--- src/rtl/cpu_pkg.sv ---
`default_nettype none
// ============================================================================
//  Module      : cpu_pkg
//  Description : Shared definitions for the RV32IM pipeline. Holds the
//                pipeline stage state encodings and the control-field bit map.
//  Revision    : 1.0 - initial release
// ============================================================================
package cpu_pkg;

    // Stage occupancy encodings
    localparam logic [1:0] STATE_EMPTY = 2'd0;
    localparam logic [1:0] STATE_ONE   = 2'd1;
    localparam logic [1:0] STATE_TWO   = 2'd2;

    typedef enum logic [1:0] {
        ST_EMPTY = STATE_EMPTY,
        ST_ONE   = STATE_ONE,
        ST_TWO   = STATE_TWO
    } stage_state_t;

    // Control-field bit positions
    localparam int CTRL_REGWRITE = 0;
    localparam int CTRL_MEMWRITE = 1;
    localparam int CTRL_MEMREAD  = 2;
    localparam int CTRL_BRANCH   = 3;
    localparam int CTRL_JUMP     = 4;
    localparam int CTRL_JAL      = 5;
    localparam int CTRL_TWOSCOMP = 6;
    localparam int CTRL_MUX1     = 7;
    localparam int CTRL_MUX2     = 8;
    localparam int CTRL_MUX3     = 9;
    localparam int CTRL_ALU_LSB  = 10;
    localparam int CTRL_ALU_MSB  = 14;

    // Number of valid entries a stage holds in a given state
    function automatic logic [1:0] held_entries(input stage_state_t s);
        logic [1:0] n;
        case (s)
            ST_ONE:  n = 2'd1;
            ST_TWO:  n = 2'd2;
            default: n = 2'd0;
        endcase
        return n;
    endfunction

endpackage
`default_nettype wire

--- src/rtl/sat_counter.sv ---
`default_nettype none
// ============================================================================
//  Module      : sat_counter
//  Description : Saturating up-counter; adds 0..3 per enabled edge and sticks
//                at its all-ones value instead of wrapping.
//  Revision    : 1.0 - initial release
// ============================================================================
module sat_counter #(
    parameter int W = 16
) (
    input  logic         CLK,
    input  logic         RESET,
    input  logic         inc_en,
    input  logic [1:0]   inc_amt,
    output logic [W-1:0] count
);

    localparam logic [W:0] c_sat_max = {1'b0, {W{1'b1}}};

    logic [W-1:0] r_count;
    logic [W:0]   w_sum;
    logic [W-1:0] w_next;

    // One extra bit of headroom so overflow is visible before clamping
    assign w_sum  = {1'b0, r_count} + {{(W-1){1'b0}}, inc_amt};
    assign w_next = (w_sum > c_sat_max) ? c_sat_max[W-1:0] : w_sum[W-1:0];
    assign count  = r_count;

    // Count register, cleared only by reset
    always_ff @(posedge CLK or negedge RESET) begin
        if (!RESET) begin
            r_count <= '0;
        end else if (inc_en) begin
            r_count <= w_next;
        end
    end

endmodule
`default_nettype wire

--- src/rtl/pipe_stage_reg.sv ---
`default_nettype none
// ============================================================================
//  Module      : pipe_stage_reg
//  Description : Generic valid/ready pipeline stage register with optional
//                skid entry, synchronous flush-to-bubble and saturating
//                stall / bubble counters.
//  Revision    : 1.0 - initial release
// ============================================================================
module pipe_stage_reg #(
    parameter int DATA_W = 128,
    parameter int CTRL_W = 16,
    parameter int SKID   = 1,
    parameter int CNT_W  = 16
) (
    input  logic              CLK,
    input  logic              RESET,
    input  logic              IN_VALID,
    output logic              IN_READY,
    input  logic [DATA_W-1:0] IN_DATA,
    input  logic [CTRL_W-1:0] IN_CTRL,
    output logic              OUT_VALID,
    input  logic              OUT_READY,
    output logic [DATA_W-1:0] OUT_DATA,
    output logic [CTRL_W-1:0] OUT_CTRL,
    input  logic              FLUSH,
    input  logic              BUSYWAIT,
    output logic [CNT_W-1:0]  STALL_CNT,
    output logic [CNT_W-1:0]  BUBBLE_CNT
);

    import cpu_pkg::*;

    stage_state_t      r_state;
    logic              r_live;
    logic [DATA_W-1:0] r_main_data;
    logic [CTRL_W-1:0] r_main_ctrl;
    logic [DATA_W-1:0] r_skid_data;
    logic [CTRL_W-1:0] r_skid_ctrl;

    logic w_out_valid;
    logic w_in_ready;
    logic w_acc;
    logic w_pop;
    logic w_stall_inc;

    assign w_out_valid = (r_state != ST_EMPTY);

    // Skid variant decouples IN_READY from OUT_READY; the 1-entry variant
    // passes downstream readiness straight through.
    generate
        if (SKID != 0) begin : g_skid_ready
            assign w_in_ready = r_live & ~BUSYWAIT & (r_state != ST_TWO);
        end else begin : g_pass_ready
            assign w_in_ready = r_live & ~BUSYWAIT & (~w_out_valid | OUT_READY);
        end
    endgenerate

    assign w_acc = IN_VALID & w_in_ready;
    assign w_pop = w_out_valid & OUT_READY & ~BUSYWAIT;

    assign IN_READY  = w_in_ready;
    assign OUT_VALID = w_out_valid;
    assign OUT_DATA  = r_main_data;
    // Control of a bubble must read as NOP downstream
    assign OUT_CTRL  = w_out_valid ? r_main_ctrl : '0;

    // Occupancy FSM and entry storage; flush beats every other event
    always_ff @(posedge CLK or negedge RESET) begin
        if (!RESET) begin
            r_state     <= ST_EMPTY;
            r_live      <= 1'b0;
            r_main_data <= '0;
            r_main_ctrl <= '0;
            r_skid_data <= '0;
            r_skid_ctrl <= '0;
        end else begin
            r_live <= 1'b1;
            if (FLUSH) begin
                r_state <= ST_EMPTY;
            end else begin
                case (r_state)
                    ST_EMPTY: begin
                        if (w_acc) begin
                            r_main_data <= IN_DATA;
                            r_main_ctrl <= IN_CTRL;
                            r_state     <= ST_ONE;
                        end
                    end
                    ST_ONE: begin
                        if (w_acc && w_pop) begin
                            r_main_data <= IN_DATA;
                            r_main_ctrl <= IN_CTRL;
                        end else if (w_acc) begin
                            r_skid_data <= IN_DATA;
                            r_skid_ctrl <= IN_CTRL;
                            r_state     <= ST_TWO;
                        end else if (w_pop) begin
                            r_state     <= ST_EMPTY;
                        end
                    end
                    ST_TWO: begin
                        if (w_pop) begin
                            r_main_data <= r_skid_data;
                            r_main_ctrl <= r_skid_ctrl;
                            r_state     <= ST_ONE;
                        end
                    end
                    default: r_state <= ST_EMPTY;
                endcase
            end
        end
    end

    assign w_stall_inc = ~FLUSH & ((w_out_valid & ~OUT_READY) | BUSYWAIT);

    sat_counter #(.W(CNT_W)) u_stall_cnt (
        .CLK     (CLK),
        .RESET   (RESET),
        .inc_en  (w_stall_inc),
        .inc_amt (2'd1),
        .count   (STALL_CNT)
    );

    sat_counter #(.W(CNT_W)) u_bubble_cnt (
        .CLK     (CLK),
        .RESET   (RESET),
        .inc_en  (FLUSH),
        .inc_amt (held_entries(r_state)),
        .count   (BUBBLE_CNT)
    );

endmodule
`default_nettype wire

--- config.mk ---
export PLATFORM = sky130hd
export DESIGN_NAME = pipe_stage_reg
export DESIGN_NICKNAME = d
export VERILOG_FILES = /design/src/rtl/cpu_pkg.sv /design/src/rtl/sat_counter.sv /design/src/rtl/pipe_stage_reg.sv
export SDC_FILE = /design/constraint.sdc
export NUM_CORES = 1
export LEC_CHECK = 0
export ABC_AREA = 1
export CORE_ASPECT_RATIO = 0.75
export CORE_MARGIN = 1.5
export CORE_UTILIZATION = 30
export CTS_BUF_LIST = sky130_fd_sc_hd__clkbuf_4
export CTS_CLUSTER_SIZE = 40
export DETAILED_ROUTE_END_ITERATION = 10
export GPL_TIMING_DRIVEN = 0
export HOLD_SLACK_MARGIN = 0.1
export SETUP_SLACK_MARGIN = 0.5
export SYNTH_ARGS = -nofsm -noshare
export SYNTH_HDL_FRONTEND = slang
export SYNTH_SLANG_ARGS = --single-unit
--- constraint.sdc ---
create_clock -name CLK -period 2.5 [get_ports CLK]
set_input_delay 0.375 -clock CLK [delete_from_list [all_inputs] [get_ports CLK]]
set_output_delay 0.375 -clock CLK [all_outputs]
set_load 0.03 [all_outputs]
==> results.rst, run 1 <==
.. list-table::
   :header-rows: 1

   * - Metric
     - Value
   * - Status
     - complete, no violations
   * - Placer's final routability congestion estimate
     - around 0.9
   * - Cell count after placement
     - about 2800
   * - Crit-path max FO
     - 5
   * - Worst supply voltage drop on vdd
     - 571 uV
   * - Clock tree buffer depth
     - 3
   * - #FFs+latches synth
     - 323
   * - Prevailing post-synth register cell
     - sky130_fd_sc_hd__dfrtp_1
   * - Maximum level of the CTS H-tree
     - 3
   * - Residual DRC count
     - 0
   * - Count of fill cells added during filler insertion
     - ~4500
   * - Required @ worst endpoint
     - ~3.3 ns
   * - Cell area after synthesis
     - 0.0145 mm2
   * - Die Outline Area
     - 0.0497 mm2
   * - Syn. warnings
     - 0
   * - Die Span Y
     - 193 um
   * - Arrival time at the worst endpoint
     - 3.20 ns
   * - Number of cells traversed by the worst hold path
     - 3
   * - Capturing element type of the critical path
     - flip-flop
   * - Remaining antenna violation count after routing
     - 0
   * - Synthesized netlist net count
     - about 1900
   * - First-pass GRT wire length
     - 79500 um
   * - Vias in the first global route
     - ~14000
   * - Antenna violations before repair
     - 5
   * - Critical Path Start Type
     - flip-flop
   * - Register area share after synthesis
     - 0.557
   * - Post-synthesis cell count
     - 1786
   * - Core outline area
     - 0.0476 mm2
   * - Leading cell types by total area after synthesis
     - sky130_fd_sc_hd__dfrtp_1 56%, sky130_fd_sc_hd__a21oi_1 8.2%, sky130_fd_sc_hd__nand2_1 7.9%, sky130_fd_sc_hd__nor2_1 7.8%, sky130_fd_sc_hd__o21ai_0 6.2%
   * - Worst-margin pin slew
     - just under 0.9 ns
   * - Number of enable-type register cells in the synthesized netlist
     - 0
   * - Die X-Extent
     - 257 um
   * - Length in cells of the worst reg-to-reg path
     - 13
   * - Average via count per standard cell
     - between 4 and 5
   * - Final-report hold violation count
     - 0
   * - Number of distinct standard cells referenced by the synthesized netlist
     - 31
   * - Avg Inst Size Synth
     - 8.13 um2
   * - Leading cell types in the layout, fill and taps excluded
     - 319 x sky130_fd_sc_hd__dfrtp_1, 295 x sky130_fd_sc_hd__nand2_1, 263 x sky130_fd_sc_hd__nor2_1
   * - Maximum clock rate
     - 410 MHz
   * - Maximum number of pins on one net before global-route repair
     - 116
   * - Net total in the final layout
     - 2573
   * - Ys async rst share
     - 1.00
   * - Slack of the worst reg-to-reg path
     - 0.06 ns
   * - Overflow left after global routing
     - 0
   * - Number of non-filler instances in the completed layout
     - 3120
   * - Final hold slack
     - 0.183 ns
   * - Finish-stage setup viols
     - 0
   * - Static leakage
     - 10.9 nW
   * - Number of I/O port buffers
     - 326
   * - Share of final-layout standard cells stronger than drive strength 1
     - 0.185
   * - Number of top-level pins
     - approximately 330
   * - Cts bufs inserted
     - between 80 and 90
   * - Total routed wirelength
     - approximately 52000 um
   * - Layout Utilization
     - 0.485
   * - Clock latency of the later-clocked register in the worst-skew pair
     - 0.86 ns
   * - Power per cell area
     - 828 mW/mm2
   * - Count of max-cap constraint violations
     - 0
   * - Share of the clock period used by the worst path after layout
     - 0.976
   * - Per-cell routed wire length
     - 16.7 um
   * - End of the worst register-to-register path
     - u_bubble_cnt.count[5]
   * - Path category of the worst min-delay check
     - input pin to flip-flop
   * - Worst hold path startpoint
     - IN_DATA[101]
   * - Area after DPL
     - 0.0187 mm2
   * - Count of clock tree sinks
     - approximately 320
   * - Final HPWL DP
     - between 30000 and 40000 um
   * - Setup Skew
     - ~0.04 ns
   * - Total global-route track usage
     - 0.202
   * - Clock-pin slew on the worst setup and hold paths
     - 0.06 ns
   * - Final design instance area without fill
     - 0.0231 mm2
   * - Top-area cell type share of the netlist area
     - 0.557
   * - Final Max Slew Viols
     - 0
   * - Master cell of the clock root buffer
     - sky130_fd_sc_hd__clkbuf_4
   * - Yosys top cell by area
     - sky130_fd_sc_hd__dfrtp_1
   * - Startpoint-to-endpoint class of the critical path
     - flip-flop to flip-flop
   * - Reg-to-reg critical path startpoint
     - r_state[1]
   * - Initial Utilization
     - 0.305
   * - DRC marker count from the first detailed-route iteration
     - between 1000 and 1500
   * - Post-route total power
     - 0.0191 W
   * - Worst Hold End
     - r_skid_data[101]
   * - Commonest non-fill, non-tap cell in the layout
     - sky130_fd_sc_hd__dfrtp_1
   * - Time the worst path needs with I/O delays and setup
     - 2.44 ns
   * - Clock tree from TritonCTS
     - built
   * - First drt pass iteration count
     - 7
   * - Worst slew slack as a fraction of its limit
     - 0.412
   * - Count of standard-cell rows
     - between 60 and 70
   * - Overall via count from detail_route
     - 14629
   * - Layout area overhead
     - 59.1%
   * - Unrepaired setup endpoints after global routing
     - yes
## per-stage QoR
stage               setup TNS (ns)  worst slack (ns)
floorplan                        0             0.298
global placement          -4599.03            -14.65
detailed placement         -196.87            -0.935
CTS                              0             0.111
global route                -0.764           -0.0902
finish                           0            0.0609
## cells by family (layout without fill, tap and decap cells)
logic type / Yosys count / in the layout / synth area share
buffers and inverters: 323 / 1011 / 0.0907
adders and majority gates: 5 / 5 / 0.00483
xor gates and xnor gates: 6 / 6 / 0.00362
other: 1 / 8 / 0.000258
AOI/OAI and AO/OA: 454 / 454 / 0.162
DFF: 323 / 323 / 0.557
and+or+nand+nor: 674 / 674 / 0.182
## how the worst max path moves through the flow
stage                                        end          from  cells after the start
after floorplan           u_bubble_cnt.count[14]    r_state[1]                     15
after global placement      u_stall_cnt.count[1]         RESET                      1
after detailed placement         r_skid_data[19]      BUSYWAIT                     10
after CTS                           OUT_DATA[59]  OUT_DATA[59]                      1
after global routing      u_bubble_cnt.count[14]    r_state[1]                     15
final                      u_bubble_cnt.count[5]    r_state[1]                     13
## per-layer routing
layer / global-route usage / up-vias / routed length [um]
li1: - / 6981 / -
met1: 0.284 / 7048 / 23900
met2: 0.306 / 490 / 23900
met3: 0.0503 / 108 / 3120
met4: 0.0593 / 2 / 1120
met5: 0 / - / 17
## Yosys cell counts (4+ instances only)
cell,number
sky130_fd_sc_hd__a21oi_1,237
sky130_fd_sc_hd__clkbuf_1,51
sky130_fd_sc_hd__nand2_1,307
sky130_fd_sc_hd__nand3_1,42
sky130_fd_sc_hd__or2_2,8
sky130_fd_sc_hd__inv_2,6
sky130_fd_sc_hd__xor2_1,5
sky130_fd_sc_hd__inv_1,214
sky130_fd_sc_hd__o21ai_0,181
sky130_fd_sc_hd__buf_6,4
sky130_fd_sc_hd__dfrtp_1,323
sky130_fd_sc_hd__nor2_1,300
sky130_fd_sc_hd__nand4_1,8
sky130_fd_sc_hd__nor3_1,6
sky130_fd_sc_hd__o21a_1,25
sky130_fd_sc_hd__buf_2,38
sky130_fd_sc_hd__buf_4,7
sky130_fd_sc_hd__o21ai_1,7
sky130_fd_sc_hd__ha_1,4
## report_power, final
group	internal (W)	switching (W)	total (W)
clock network	0.00234	0.00235	0.00469
logic	0.00277	0.00426	0.00703
registers	0.00651	0.000880	0.00739
total	0.0116	0.00749	0.0191
## critical path, stage by stage, from the launching register on
cell	delay, ns
sky130_fd_sc_hd__dfrtp_1	0.36
sky130_fd_sc_hd__inv_2	0.07
sky130_fd_sc_hd__nor2_4	0.16
sky130_fd_sc_hd__clkbuf_16	0.17
sky130_fd_sc_hd__clkbuf_16	0.14
sky130_fd_sc_hd__buf_8	0.11
sky130_fd_sc_hd__fa_2	0.21
sky130_fd_sc_hd__nand2_2	0.05
sky130_fd_sc_hd__nor2_2	0.11
sky130_fd_sc_hd__nand4_1	0.21
sky130_fd_sc_hd__nor4_2	0.22
sky130_fd_sc_hd__nand4_1	0.24
sky130_fd_sc_hd__clkbuf_8	0.25
sky130_fd_sc_hd__nand3_2	0.05
## area by class of cell
| class | count | area [um2] | share of cell area |
|---|---|---|---|
| Sequential cell | 323 | 8090 | 0.350 |
| Timing Repair Buffer | 542 | 5650 | 0.245 |
| Multi-Input combinational cell | 1140 | 5570 | 0.241 |
| Buffer | 102 | 1070 | 0.0462 |
| Clock buffer | 122 | 916 | 0.0397 |
| Inverter | 221 | 845 | 0.0366 |
| Tap cell | 639 | 800 | 0.0346 |
| Clock inverter | 23 | 133 | 0.00574 |
| Antenna cell | 7 | 17.5 | 0.000759 |
| Timing Repair inverter | 1 | 6.26 | 0.000271 |
## registers in the layout, summed over array words and instances, names as in the netlist
signal              flops
u_bubble_cnt.count     16
u_stall_cnt.count      16
r_live                  1
r_main_ctrl            16
r_skid_data           128
r_state                 2
OUT_DATA              128
r_skid_ctrl            16
## what timing repair did
action | in CTS | in global routing
setup buffers | 30 | 33
hold endpoints to repair | 236 | 1
endpoints found under the setup margin | 498 | 498
pin swaps | 8 | 23
hold buffers | 127 | 1
gates cloned | 14 | 10
gates resized for setup | 264 | 355
Note: power is estimated with default switching activity, not from simulation.
==> run 2, diff against run 1 <==
==> constraint.sdc (replaced) <==
create_clock -name CLK -period 2.62 [get_ports CLK]
set_input_delay 0.393 -clock CLK [delete_from_list [all_inputs] [get_ports CLK]]
set_output_delay 0.393 -clock CLK [all_outputs]
set_load 0.03 [all_outputs]
==> run 2 against run 1 <==
Effect of this change:
- non-clock buffer count is 61 lower
- combinational power decreased by 7.5%
- critical endpoint is now u_bubble_cnt.count[14]
- clock skew grew 0.0081 ns
- clock power barely moved
- sequential cell count is the same
- power decreased by 4.9%
- register-to-register slack better by 0.16 ns
- sequential share of layout area grew 1.3 points
- maximum frequency grew 1.8%
- largest cell class unchanged
- worst setup slack gained 0.16 ns
- via count is 3.1% lower
==> results.rst, run 2 (synthesized netlist as in run 1, its figures left out) <==
.. list-table::
   :header-rows: 1

   * - Metric
     - Value
   * - Unrepaired setup endpoints after global routing
     - yes
   * - Count of standard-cell rows
     - 69
   * - Antenna violations before repair
     - 5
   * - Footprint of the multi-input gates
     - approximately 0.0055 mm2
   * - Finish-stage setup viols
     - 0
   * - Master cell of the clock root buffer
     - sky130_fd_sc_hd__clkbuf_4
   * - Count of clock tree sinks
     - 323
   * - Core outline area
     - 0.0476 mm2
   * - Layout area overhead
     - 53.6%
   * - Total global-route track usage
     - 0.195
   * - Post-route total power
     - 0.0182 W
   * - CP peak stage delay
     - around 0.40 ns
   * - Maximum level of the CTS H-tree
     - 3
   * - Clock tree from TritonCTS
     - built
   * - Die Outline Area
     - 0.0497 mm2
   * - Clock latency of the later-clocked register in the worst-skew pair
     - 0.83 ns
   * - Overall via count from detail_route
     - between 10000 and 15000
   * - Final-report hold violation count
     - 0
   * - Per-cell routed wire length
     - 15.9 um
   * - Maximum number of pins on one net before global-route repair
     - 118
   * - Status
     - complete, no violations
   * - Share of the clock period used by the worst path after layout
     - 0.915
   * - Placer's final routability congestion estimate
     - 0.856
   * - Capturing element type of the critical path
     - flip-flop
   * - Static leakage
     - between 10 and 15 nW
   * - Vias in the first global route
     - 14146
   * - Average via count per standard cell
     - around 4.6
   * - Worst slew slack as a fraction of its limit
     - 0.448
   * - Worst-margin pin slew
     - 0.829 ns
   * - Residual DRC count
     - 0
   * - Commonest non-fill, non-tap cell in the layout
     - sky130_fd_sc_hd__dfrtp_1
   * - Final HPWL DP
     - 32700 um
   * - Required @ worst endpoint
     - 3.33 ns
   * - Count of max-cap constraint violations
     - 0
   * - Setup Skew
     - a little under 0.05 ns
   * - Final Max Slew Viols
     - 0
   * - DRC marker count from the first detailed-route iteration
     - ~1000
   * - First-pass GRT wire length
     - 76700 um
   * - Time the worst path needs with I/O delays and setup
     - 2.40 ns
   * - Crit-path max FO
     - 3
   * - Total routed wirelength
     - between 40000 and 50000 um
   * - Leading cell types in the layout, fill and taps excluded
     - 315 x sky130_fd_sc_hd__dfrtp_1, 303 x sky130_fd_sc_hd__nand2_1, 260 x sky130_fd_sc_hd__nor2_1
   * - Number of I/O port buffers
     - about 330
   * - Power per cell area
     - 815 mW/mm2
   * - Remaining antenna violation count after routing
     - 0
   * - Layout Utilization
     - 0.469
   * - Path category of the worst min-delay check
     - input pin to flip-flop
   * - Clock tree buffer depth
     - 3
   * - Die X-Extent
     - 257 um
   * - Critical path's most frequent cell
     - sky130_fd_sc_hd__nor2_2
   * - Startpoint-to-endpoint class of the critical path
     - flip-flop to flip-flop
   * - Area after DPL
     - 0.0187 mm2
   * - Number of top-level pins
     - 328
   * - First drt pass iteration count
     - 5
   * - Worst supply voltage drop on vdd
     - 507 uV
   * - Share of final-layout standard cells stronger than drive strength 1
     - 0.161
   * - Slowest stage cell on the critical path
     - sky130_fd_sc_hd__dfrtp_1
   * - Overflow left after global routing
     - 0
   * - Critical Path Start Type
     - flip-flop
   * - Flip-flop and latch area
     - approximately 0.0081 mm2
   * - Initial Utilization
     - 0.305
   * - Net total in the final layout
     - 2513
   * - Maximum clock rate
     - roughly 420 MHz
   * - Arrival time at the worst endpoint
     - 3.10 ns
   * - Count of fill cells added during filler insertion
     - 4572
   * - Final design instance area without fill
     - 0.0223 mm2
   * - Clock-pin slew on the worst setup and hold paths
     - 0.07 ns
   * - List of cells traversed by the critical path
     - buf_4, nor2_2, ha_1, fa_2, nand2_2, nor2_4, nand4_1, nor2_2, nand3_2, nor2_2, nand2_1, nor3_2, a21oi_1
   * - Cts bufs inserted
     - 88
   * - Die Span Y
     - slightly below 200 um
run 2: cell count changes in the layout (fill, tap and decap cells not counted), moves of 10 or more:
cell and delta:
sky130_fd_sc_hd__nand3_1 +14, sky130_fd_sc_hd__clkdlybuf4s50_1 -10, sky130_fd_sc_hd__clkdlybuf4s15_1 +27, sky130_fd_sc_hd__dlymetal6s2s_1 -12
sky130_fd_sc_hd__buf_12 -14, sky130_fd_sc_hd__buf_4 -28, sky130_fd_sc_hd__clkdlybuf4s15_2 +29, sky130_fd_sc_hd__dlygate4sd3_1 -22
sky130_fd_sc_hd__buf_6 +18, sky130_fd_sc_hd__nand3_2 -14, sky130_fd_sc_hd__clkbuf_2 -34
run 2: repair_timing:
action | CTS | global route
buffers inserted | 24 | 13
endpoints found under the setup margin | 498 | 425
pin swaps | 9 | 18
hold endpoints to repair | 209 | 0
resized for setup | 450 | 183
hold buffers | 106 | 0
gates cloned | 7 | 3
run 2: stage by stage:
step / instances / worst slack, ns / hold WS, ns / TNS, ns
floorplan: 1786 / 0.418 / 0.0974 / 0
global placement: 2751 / -14.52 / 0.468 / -4519.26
detailed placement: 2754 / -0.884 / 0.473 / -108.57
CTS: 3040 / 0.226 / 0.101 / 0
global route: 3061 / 0.0679 / 0.111 / 0
finish: 3061 / 0.224 / 0.192 / 0
run 2: worst paths after layout:
check | slack [ns] | startpoint | to | cells after the start
worst min-delay path | 0.19 | IN_DATA[7] | r_skid_data[7] | 3
worst max register to register | 0.22 | r_state[1] | u_bubble_cnt.count[14] | 13
worst min register to register | 0.49 | r_skid_ctrl[12] | r_skid_ctrl[12] | 2
max in group asynchronous | 1.28 | RESET | r_skid_data[96] | 3
min in group asynchronous | 0.23 | RESET | r_main_ctrl[11] | 2
worst max-delay path | 0.22 | r_state[1] | u_bubble_cnt.count[14] | 13
run 2: final cells by class:
cell class / instances / share of cell area
inverter: 221 / 0.0378
timing repair inverter: 1 / 0.000281
antenna: 5 / 0.000561
clock inverter: 24 / 0.00830
tap: 639 / 0.0359
sequential: 323 / 0.363
buffer: 102 / 0.0415
multi-input combinational: 1140 / 0.245
clock buffer: 125 / 0.0421
timing repair buffer: 481 / 0.225
run 2: worst max-delay path: cells and delay by family, from the launching register on:
| family | cells | cell delay (ns) |
|---|---|---|
| adder cells (fa/ha/maj) | 2 | 0.48 |
| flip-flops | 1 | 0.40 |
| buffers and inverters | 1 | 0.14 |
| AND/OR/NAND/NOR | 9 | 1.19 |
| AO/OA/AOI/OAI | 1 | 0.06 |
run 2: per-layer routing:
layer | track usage | vias up | part of all wire
met2 | 0.289 | 440 | 0.45
met4 | 0.0534 | 4 | 0.015
met5 | 0 | - | 0.00047
li1 | - | 6856 | -
met3 | 0.0594 | 73 | 0.071
met1 | 0.273 | 6797 | 0.47
run 2: where the power goes:
group | switching (W) | leakage (nW) | internal [W]
logic | 0.00399 | 6.21 | 0.00250
registers | 0.000781 | 3.53 | 0.00622
clock network | 0.00221 | 0.647 | 0.00248
total | 0.00698 | 10.4 | 0.0112
